[config.mk]
export PLATFORM = sky130hd
export DESIGN_NAME = ln_share_arb
export DESIGN_NICKNAME = d
export VERILOG_FILES = /design/src/rtl/ln_share_arb.sv
export SDC_FILE = /design/constraint.sdc
export NUM_CORES = 1
export LEC_CHECK = 0
export CAP_MARGIN = 20
export CORE_MARGIN = 2
export CORE_UTILIZATION = 38
export DETAILED_ROUTE_END_ITERATION = 8
export MAX_ROUTING_LAYER = met4
export PLACE_DENSITY = 0.91
export SETUP_SLACK_MARGIN = 0.5
export SLEW_MARGIN = 15
export SYNTH_ARGS = -nofsm -noshare
export SYNTH_HDL_FRONTEND = slang
export SYNTH_SLANG_ARGS = --single-unit
[constraint.sdc]
create_clock -name clk -period 2.82 [get_ports clk]
set_input_delay 0.705 -clock clk [delete_from_list [all_inputs] [get_ports clk]]
set_output_delay 0.705 -clock clk [all_outputs]
set_load 0.01 [all_outputs]
[src/rtl/ln_share_arb.sv]
// ln_share_arb: round-robin sharing of one fixed-latency natural-log unit
// among NUM_REQ softmax lanes, with tag tracking and a drain/flush FSM.
// Optional input-domain checker enabled by defining LN_ARB_DOMAIN_CHK_EN.
module ln_share_arb #(
  parameter int DATAWIDTH  = 16,
  parameter int NUM_REQ    = 4,
  parameter int TAGW       = 2,
  parameter int LN_LATENCY = 0
) (
  input  logic                           clk,
  input  logic                           resetn,
  input  logic                           enable,
  input  logic                           flush,
  input  logic [NUM_REQ-1:0]             req_valid,
  input  logic [NUM_REQ*DATAWIDTH-1:0]   req_data,
  output logic [NUM_REQ-1:0]             req_ready,
  output logic [DATAWIDTH-1:0]           ln_in_data,
  output logic                           ln_in_valid,
  input  logic [DATAWIDTH-1:0]           ln_out_data,
  output logic [NUM_REQ-1:0]             resp_valid,
  output logic [DATAWIDTH-1:0]           resp_data,
  output logic [TAGW-1:0]                resp_tag,
  output logic                           busy,
  output logic                           flush_done
`ifdef LN_ARB_DOMAIN_CHK_EN
  ,
  output logic                           dom_err,
  output logic [TAGW-1:0]                dom_err_tag
`endif
);

  typedef enum logic [1:0] {IDLE, ACTIVE, DRAIN} state_t;

  localparam logic [TAGW:0] NREQ = (TAGW+1)'(NUM_REQ);

  state_t               state;
  state_t               state_nxt;
  logic [TAGW-1:0]      ptr;
  logic [TAGW-1:0]      ptr_nxt;
  logic [TAGW:0]        ptr_inc;
  logic [TAGW:0]        cand;
  logic [TAGW-1:0]      gnt_idx;
  logic                 gnt_found;
  logic                 grant_en;
  logic                 accept;
  logic [DATAWIDTH-1:0] operand;
  logic [LN_LATENCY:0]  stg_vld;
  logic [TAGW-1:0]      stg_tag [0:LN_LATENCY];
  logic                 pipe_empty;

  // Flush or a dropped enable blocks grants in the same cycle it is seen
  assign grant_en = (state == ACTIVE) && enable && !flush;
  assign accept   = grant_en && gnt_found;
  assign operand  = req_data[gnt_idx*DATAWIDTH +: DATAWIDTH];

  // Search for the first valid lane starting at the pointer, wrapping around
  always_comb begin
    gnt_found = 1'b0;
    gnt_idx   = '0;
    cand      = '0;
    for (int k = 0; k < NUM_REQ; k++) begin
      cand = {1'b0, ptr} + (TAGW+1)'(k);
      if (cand >= NREQ) cand = cand - NREQ;
      if (!gnt_found && req_valid[cand[TAGW-1:0]]) begin
        gnt_found = 1'b1;
        gnt_idx   = cand[TAGW-1:0];
      end
    end
  end

  // One-hot grant and the pointer value just past the granted lane
  always_comb begin
    req_ready = '0;
    ptr_inc   = {1'b0, gnt_idx} + (TAGW+1)'(1);
    ptr_nxt   = (ptr_inc == NREQ) ? '0 : ptr_inc[TAGW-1:0];
    if (accept) req_ready = {{(NUM_REQ-1){1'b0}}, 1'b1} << gnt_idx;
  end

  // Round-robin pointer advances only when a request is taken
  always_ff @(posedge clk or negedge resetn) begin
    if (!resetn)     ptr <= '0;
    else if (accept) ptr <= ptr_nxt;
  end

  // Operand register plus tag/valid chain that mirrors the ln unit latency
  always_ff @(posedge clk or negedge resetn) begin
    if (!resetn) begin
      ln_in_data <= '0;
      stg_vld    <= '0;
      for (int s = 0; s <= LN_LATENCY; s++) stg_tag[s] <= '0;
    end else begin
      stg_vld[0] <= accept;
      if (accept) begin
        ln_in_data <= operand;
        stg_tag[0] <= gnt_idx;
      end
      for (int s = 1; s <= LN_LATENCY; s++) begin
        stg_vld[s] <= stg_vld[s-1];
        stg_tag[s] <= stg_tag[s-1];
      end
    end
  end

  assign ln_in_valid = stg_vld[0];

  // Capture the ln result as the tag leaves the chain and steer it to its lane
  always_ff @(posedge clk or negedge resetn) begin
    if (!resetn) begin
      resp_valid <= '0;
      resp_data  <= '0;
      resp_tag   <= '0;
    end else if (stg_vld[LN_LATENCY]) begin
      resp_valid <= {{(NUM_REQ-1){1'b0}}, 1'b1} << stg_tag[LN_LATENCY];
      resp_data  <= ln_out_data;
      resp_tag   <= stg_tag[LN_LATENCY];
    end else begin
      resp_valid <= '0;
    end
  end

  assign pipe_empty = ~|stg_vld && ~|resp_valid;
  assign busy       = (state != IDLE) || !pipe_empty;

  // State register
  always_ff @(posedge clk or negedge resetn) begin
    if (!resetn) state <= IDLE;
    else         state <= state_nxt;
  end

  // Next state and drain completion pulse
  always_comb begin
    state_nxt  = state;
    flush_done = 1'b0;
    case (state)
      IDLE:    if (enable && !flush) state_nxt = ACTIVE;
      ACTIVE:  if (flush || !enable) state_nxt = DRAIN;
      DRAIN: begin
        if (pipe_empty) begin
          flush_done = 1'b1;
          state_nxt  = IDLE;
        end
      end
      default: state_nxt = IDLE;
    endcase
  end

`ifdef LN_ARB_DOMAIN_CHK_EN
  logic operand_bad;

  assign operand_bad = operand[DATAWIDTH-1] || (operand[DATAWIDTH-2:0] == '0);

  // Sticky flag for ln operands outside (0, +inf); first offender is kept
  always_ff @(posedge clk or negedge resetn) begin
    if (!resetn) begin
      dom_err     <= 1'b0;
      dom_err_tag <= '0;
    end else if (flush_done) begin
      dom_err     <= 1'b0;
      dom_err_tag <= '0;
    end else if (accept && operand_bad && !dom_err) begin
      dom_err     <= 1'b1;
      dom_err_tag <= gnt_idx;
    end
  end
`endif

endmodule

; After elaboration in Yosys (flattened, before gate mapping)
; Index checks and enable logic that the tools add are counted.
[totals]
regBits = 45
in_bits = 88
out_inout_bits = 45
word_cells = 84
[classes]
addsub = 8
n_lt_le_gt_ge = 8
n_eq_ne = 6
shift = 3
mux = 29
reduce_logical = 22
[ops]
columns = cell, count
row1 = variable part select 64 x 7 -> 16 bit, 1
row2 = 2-to-1 mux 2 bit, 12
row3 = < comparator 2 x 3 -> 1 bit (second input constant), 4
row4 = 2-to-1 mux 1 bit, 10
row5 = greater-or-equal comparator 3 bit (second input constant), 3
row6 = binary-select mux 1 bit (select 2 bit), 4
row7 = logical AND 1 bit, 8
row8 = zero test 1 bit, 8
row9 = 2-to-1 mux 4 bit, 2
row10 = << shifter 1 x 2 -> 4 bit (first input constant), 2
row11 = subtractor 2 x 1 -> 2 bit (second input constant), 4
row12 = adder 2 x 1 -> 3 bit (second input constant), 2
row13 = adder 2 x 2 -> 3 bit (second input constant), 2
row14 = one-hot mux 2 bit (3 select lines), 1
row15 = != test 2 bit (second input constant), 2
row16 = OR reduction 4 bit, 1
row17 = equality test 3 bit (second input constant), 1
row18 = greater-or-equal comparator 2 x 3 -> 1 bit (second input constant), 1
row19 = AND reduction 3 bit, 1
row20 = equality test 2 x 1 -> 1 bit (second input constant), 1
row21 = equality test 2 bit (second input constant), 1
row22 = zero test 2 bit, 1
row23 = logical OR 1 bit, 2
row24 = != test 2 x 1 -> 1 bit (second input constant), 1
row25 = nonzero test 2 bit, 1

; Depth between registers and ports, before layout
; Gate-level depths: netlist of run 1.
[logic_depth]
word_depth = 17
mapped_depth = 8
ltp_nobuf = 7

; Least setup slack after synthesis of run 1
; No wires, ideal clock.
[synth_path]
path_type = in2out
from = input port req_valid[0]
to = output port req_ready[3]
t_arrival_ps = 1854
required_ps = 2115
slack_ps = 261
stages = 7
path_buffers = 1
path_cell_list = nor2b_1 -> a2111oi_4 -> nor2_4 -> buf_6 -> inv_1 -> ha_1 -> and2_1
[synth_via]
elab_chain_cells = 14
word_cells_on_any_way = 25
cone_classes = shift (1) / mux (17) / reduce/logical (7)
[synth_rtl]
columns = element, line
row1 = from (decl), 14  ; input logic [NUM_REQ-1:0] req_valid,
row2 = binary-select mux 1 bit (select 2 bit), 64  ; if (!gnt_found && req_valid[cand[TAGW-1:0]]) begin
row3 = 2-to-1 mux 1 bit (implied by the code), 64
row4 = 2-to-1 mux 1 bit, 64
row5 = zero test 1 bit, 64
row6 = logical AND 1 bit, 64
row7 = 2-to-1 mux 1 bit, 64
row8 = zero test 1 bit, 64
row9 = logical AND 1 bit, 64
row10 = 2-to-1 mux 1 bit, 64
row11 = zero test 1 bit, 64
row12 = logical AND 1 bit, 64
row13 = 2-to-1 mux 2 bit or 2-to-1 mux 1 bit (tied branches), 64
row14 = << shifter 1 x 2 -> 4 bit or logical AND 1 bit (tied branches), "76, 53"
row15 = 2-to-1 mux 4 bit (*), 76  ; if (accept) req_ready = {{(NUM_REQ-1){1'b0}}, 1'b1} << gnt_idx;
row16 = to (decl), 16  ; output logic [NUM_REQ-1:0] req_ready,
; Every way passes the cells marked *; elsewhere a longest branch is shown, timed or not. The select of a mux whose other input is x is not followed.

; Worst setup path in the final report of run 1
[layout_path]
from = input port req_valid[1]
to = output port req_ready[2]
[layout_via]
elab_chain_cells = 14
word_cells_on_any_way = 25
cone_classes = shift (1) / mux (17) / reduce/logical (7)
[layout_rtl]
columns = element, line
row1 = binary-select mux 1 bit (select 2 bit), 64
row2 = 2-to-1 mux 1 bit (implied by the code), 64
row3 = 2-to-1 mux 1 bit, 64
row4 = zero test 1 bit, 64
row5 = logical AND 1 bit, 64
row6 = 2-to-1 mux 1 bit, 64
row7 = zero test 1 bit, 64
row8 = logical AND 1 bit, 64
row9 = 2-to-1 mux 1 bit, 64
row10 = zero test 1 bit, 64
row11 = logical AND 1 bit, 64
row12 = 2-to-1 mux 1 bit (*), 64
row13 = logical AND 1 bit (*), 53  ; assign accept = grant_en && gnt_found;
row14 = via accept, 45  ; logic accept;
row15 = 2-to-1 mux 4 bit (*), 76
; The timed path passes the listed nets; every way through them passes the cells marked *. The select of a mux whose other input is x is not followed.

==> reports/qor.txt, run 1 <==
Crit Path Category -> in -> out
Nets -> 438
Vias in the first global route -> 2169
IO buf count -> 132
Final setup viols -> 0
Syn_area_per_cell -> 12.3 sq um
Synth Net Count -> 276
Commonest non-fill, non-tap cells in the layout -> 119 x clkdlybuf4s50_1, 45 x dfrtp_1, 32 x mux2i_1, 21 x nand2_1, 17 x mux2_2
Post-synthesis sequential area ratio -> 49.1%
Placed insts -> 399
Fmax -> 387 MHz
Worst r2r src -> state[1]
First-pass GRT wire length -> 10.6 mm
CTS Hold Buffers Added -> 0
Yosys warning total -> 0
R2R cell count -> 14
Gate Count Post-Synth -> 187
Fraction of layout instances using a drive strength above 1 -> 30.9%
Net Switching -> 1050 uW
Diodes inserted -> 0
Crit Reg-Reg Endpoint -> ln_in_data[14]
PwrDens -> 709 nW/um^2
Hold Fails Final Rpt -> 0
Synth area leader -> dfrtp_1
CTS tree -> built
Crit-path max FO -> 6
P_int -> 1990 uW
Clock Latency Late Sink -> 0.31 ns
Total GRT Usage -> 21.8%
Initial antenna violation count -> 0
Max Root-Sink Buffers -> 2
Max_slew headroom -> 60.7%
Largest net degree at the start of global routing -> 46
I/O pin count -> 133
Area delta synth->final -> 87.2%
Drt pass-1 iters -> 4
Synth area leaders -> dfrtp_1 49%, mux2i_1 14%, mux2_2 8.3%, o221ai_2 5.9%, nand2_1 3.4%
Global route overflow -> 0
Worst-Margin Slew -> 0.589 ns
Core Util, Final -> 73.0%
Final Critical Period -> 2.59 ns
Max-slew violation count -> 0
Detailed Place HPWL -> 4.93 mm
DRT Wirelength -> 7.20 mm
Yosys reg bits -> 45
Crit end category -> primary output
Drt first-iter violations -> 118
Worst setup SP type -> input pin
Clk sinks -> 45
Drt drc -> 0
Die area -> 6680 sq um
Switching share of total power -> 34.6%
H-tree depth -> 2
IR drop worst, VDD -> 0.366 mV
Sequential power share -> 33.1%
Floorplan row count -> 28
Mapped Area -> 2290 sq um
Worst-path clk slew -> 0.09 ns
Critical Path RT -> 2.12 ns
Vias -> 2156
RSZ-0062 raised after global routing -> yes
Area fraction of the dominant cell type after synthesis -> 49.1%
Final Cycle Share -> 91.7%
Lkg Pwr -> 0.00190 uW
Post-synthesis cell type count -> 31
Comb power frac -> 50.0%
Crit path arrival time -> 1.88 ns
Die H -> 81.7 um
Initial Util -> 39.0%
Outcome -> complete, no violations
Worst min path class -> in -> async
ANT nets after route -> 0
Reg2Reg Setup Slack -> 0.62 ns
Core area -> 5890 sq um
Clock power frac -> 16.9%
Die Span X -> 81.7 um
GP Congestion -> 0.739
Commonest non-fill, non-tap cell in the layout -> clkdlybuf4s50_1
Final clock skew -> 0.00359 ns
DR WL/cell -> 17.0 um
Clock Tree Root -> clkbuf_8
Maxcap violations -> 0
Num CTS Buffers -> 5
Post-route insts no fill -> 425
Vias per cell -> 5.07
Layout fillers -> 421
[sequential cells by signal (all words and copies together) (netlist names)]
| register | cells |
|---|---|
| stg_tag | 2 |
| ptr | 2 |
| resp_tag | 2 |
| state | 2 |
| ln_in_valid | 1 |
| resp_valid | 4 |
| ln_in_data | 16 |
| resp_data | 16 |
[power groups by stage]
stage,clock network [uW],registers (uW),logic (uW)
after global placement,0,999,1350
final,515,1010,1520
after floorplan,0,1090,660
after detailed placement,0,1010,1400
after CTS,525,1000,1500
after global routing,552,1030,1630
[worst max path at each step]
stage / startpoint / end / slack, ns / depth (start not counted)
global placement: req_valid[0] / req_ready[0] / -0.53 / 7
finish: req_valid[1] / req_ready[2] / 0.23 / 8
global route: req_valid[1] / req_ready[3] / 0.21 / 8
detailed placement: req_valid[0] / req_ready[1] / -0.58 / 7
floorplan: req_valid[1] / req_ready[3] / 0.44 / 7
CTS: req_valid[2] / req_ready[3] / 0.29 / 8
[cell type report]
type | count | area (sq um) | area share (%)
clock inverters | 3 | 47.5 | 1.11
well taps | 75 | 93.8 | 2.18
flip-flops and latches | 45 | 1130 | 26.2
clock buffers | 5 | 68.8 | 1.60
repair buffers | 165 | 1700 | 39.5
inverters | 8 | 45.0 | 1.05
multi-input cells | 124 | 1220 | 28.4
[synthesized netlist by cell type, drive strengths merged]
| master | instances |
|---|---|
| a221oi | 1 |
| clkbuf | 2 |
| a21o | 1 |
| a2111oi | 1 |
| ha | 1 |
| mux2i | 32 |
| and3 | 1 |
| inv | 8 |
| o31ai | 1 |
| or3 | 1 |
| nor3 | 5 |
| or4 | 2 |
| o21ai | 5 |
| nand3b | 1 |
| nor3b | 4 |
| dfrtp | 45 |
| nor2b | 1 |
| buf | 8 |
| and2 | 1 |
| mux2 | 17 |
| nor2 | 9 |
| nand2 | 21 |
| o221ai | 16 |
| nand3 | 1 |
| a21oi | 2 |
[worst max-delay path, stage by stage]
cell	delay, ns
buf_6	0.09
buf_8	0.13
or4_4	0.44
nand3_4	0.11
buf_12	0.11
inv_6	0.03
and3_4	0.14
buf_6	0.12
[layer usage]
layer	GRT usage (%)	wire, um
met5	-	0
met4	5.67	94
met3	4.73	290
met2	39.4	4070
met1	24.5	2750
[cell families after synthesis]
kind of cell / count (synthesis) / synth area share [%]
buffers and inverters: 18 / 4.80
adders and majority gates: 1 / 0.545
AOI/OAI and AO/OA: 27 / 12.9
muxes: 49 / 22.3
and+or+nand+nor: 47 / 10.4
DFF: 45 / 49.1
[through the flow]
stage / hold WS (ns) / power [uW] / cell area, sq um / setup TNS [ns] / setup WS (ns)
2_1_floorplan: 0.409 / 1750 / 2350 / 0 / 0.442
3_3_place_gp: 0.466 / 2350 / 3810 / -2.08 / -0.535
3_5_place_dp: 0.474 / 2410 / 3810 / -2.28 / -0.581
4_1_cts: 0.482 / 3030 / 4220 / 0 / 0.286
5_1_grt: 0.423 / 3210 / 4300 / 0 / 0.215
6_report: 0.387 / 3050 / 4300 / 0 / 0.235
[timing repair]
action | in CTS | in global routing
buffers inserted | 14 | 2
pin swaps | 26 | 8
gates cloned | 1 | 0
setup endpoints to repair | 22 | 21
gates resized for setup | 82 | 7
No activity file was read; power rests on OpenSTA's default activity.
==> inputs of run 2 (changes only) <==
--- a/config.mk
+++ b/config.mk
@@ -9,6 +9,7 @@
 export CORE_MARGIN = 2
 export CORE_UTILIZATION = 38
 export DETAILED_ROUTE_END_ITERATION = 8
+export GPL_ROUTABILITY_DRIVEN = 0
 export MAX_ROUTING_LAYER = met4
 export PLACE_DENSITY = 0.91
 export SETUP_SLACK_MARGIN = 0.5
==> results of run 2 <==
The final DEF is identical to that of run 1; final timing and power are the same.
==> edit: new RTL, flow settings as in run 1 <==
Encoding of `state_t`: now one-hot (3 bits for 3 states).
--- a/src/rtl/ln_share_arb.sv
+++ b/src/rtl/ln_share_arb.sv
@@ -29,7 +29,7 @@
 `endif
 );
 
-  typedef enum logic [1:0] {IDLE, ACTIVE, DRAIN} state_t;
+  typedef enum logic [2:0] {IDLE = 3'b001, ACTIVE = 3'b010, DRAIN = 3'b100} state_t;
 
   localparam logic [TAGW:0] NREQ = (TAGW+1)'(NUM_REQ);
 
Function: same outputs for any inputs over 10 cycles, from zero or initial values and one cycle with resetn low; not proved beyond that.
==> edit against run 1 <==
  * Critical path depth unchanged
  * Worst setup slack better by 56 ps
  * Register-to-register slack worse by 160 ps
  * Clock power down 20%
  * Count of clock-buffer cells in the layout unchanged
  * Cell area down 3.7%
  * Synthesized area up 4.1%
  * Sequential cell count up 1
  * Worst hold slack worse by 50 ps
  * Fmax up 2.2%
  * Die area up 3.9%
  * Total power down 31%
  * Wire length down 0.79%
  * Largest cell class unchanged
==> edit: results (changes against run 1) <==
* GR Util met1 at 22.5% (-2.0 points)
* Status: finished, final reports clean
* First-pass GRT wire length at 11400 um (+8.0%)
* CP Capture Point: req_ready[3]
* Syn nets at 286 (+3.6%)
* Synth top area cells: dfrtp_1, mux2i_1, mux2_2
* Grt met3 use at 4.87% (+0.15 points)
* Worst Max-Slew Pin Slew at 434 ps (-155 ps)
* Post-place setup slack at -536 ps (+44.5 ps)
* Vias/cell at 5.01 (-1.2%)
* Worst-case reg-to-reg path depth at 13 (-1)
* GRT Util Overall at 20.9% (-0.94 points)
* Vias in the first global route at 2364 (+9.0%)
* Critical R2R Capture: ln_in_data[15]$_DFFE_PN0P_
* Footprint of the multi-input gates at 0.00126 mm^2 (+3.2%)
* Invs w/o clock at 4 (-4)
* Layout fillers at 445 (+5.7%)
* R2R Setup Slk at 460 ps (-160 ps)
* Largest net degree at the start of global routing at 34 (-26%)
* ClkCell Share at 2.24% (-0.47 points)
* Slowest cell on the critical path: o211a_1
* Reg2reg start: ptr[0]$_DFFE_PN0P_
* Clock Sinks at 46 (+2.2%)
* Dpl cells at 407 (+2.0%)
* Worst Setup SP: req_valid[0]
* Met2 usage at 37.7% (-1.7 points)
* Vias at 2151 (-0.23%)
* Synth cell count leaders: dfrtp_1, mux2i_1, nand2_1
* Multiplexer share of the synthesized area at 21.4% (-0.89 points)
* Arr. time, crit path at 1820 ps (-60 ps)
* Core Box Area at 0.00599 mm^2 (+1.8%)
* Library cells used by synthesis at 40 (+29%)
* Slowest stage delay, CP at 200 ps (-240 ps)
* Count of non-CTS buffers in the layout at 160 (-3.0%)
* Initial DRT Pass Iterations at 5 (+1)
* Crit Path Max Fanout at 4 (-2)
* Leakage power at 1.92 nW (+1.1%)
* DR iter-0 viols at 116 (-1.7%)
* Fraction of layout cells with a size suffix above 1 at 28.0% (-2.9 points)
* Multi-input combinational area share at 30.4% (+2.0 points)
* Multi-input gates at 136 (+9.7%)
edit: changes by cell type in the layout (fill, tap and decap cells not counted), moves of 3 or more:
cell / run 1 / this run
inv_1: 5 / 2
buf_6: 15 / 6
buf_12: 4 / 1
nor2_1: 6 / 11
buf_4: 16 / 26
edit: power groups by stage:
stage | Clock, mW | Sequential (mW) | Combinational [mW]
final | 0.412 | 0.843 | 0.835
after global routing | 0.457 | 0.857 | 0.895
after CTS | 0.428 | 0.843 | 0.811
after detailed placement | 0 | 0.849 | 0.760
after global placement | 0 | 0.847 | 0.738
after floorplan | 0 | 0.888 | 0.346
edit: metal layers:
metal / vias to the layer above / wire, um / part of all wire [%]
met4: 0 / 178 / 2.5
met5: - / 0 / 0
met1: 1042 / 2690 / 38
met2: 75 / 3900 / 55
met3: 14 / 368 / 5.1
li1: 1020 / - / -
edit: timing repair:
item                                    4_1_cts  5_1_grt
setup buffers                                14        0
pin swaps                                     6        6
resized for setup                            62       11
endpoints found under the setup margin       23       15
hold buffers                                  0        0
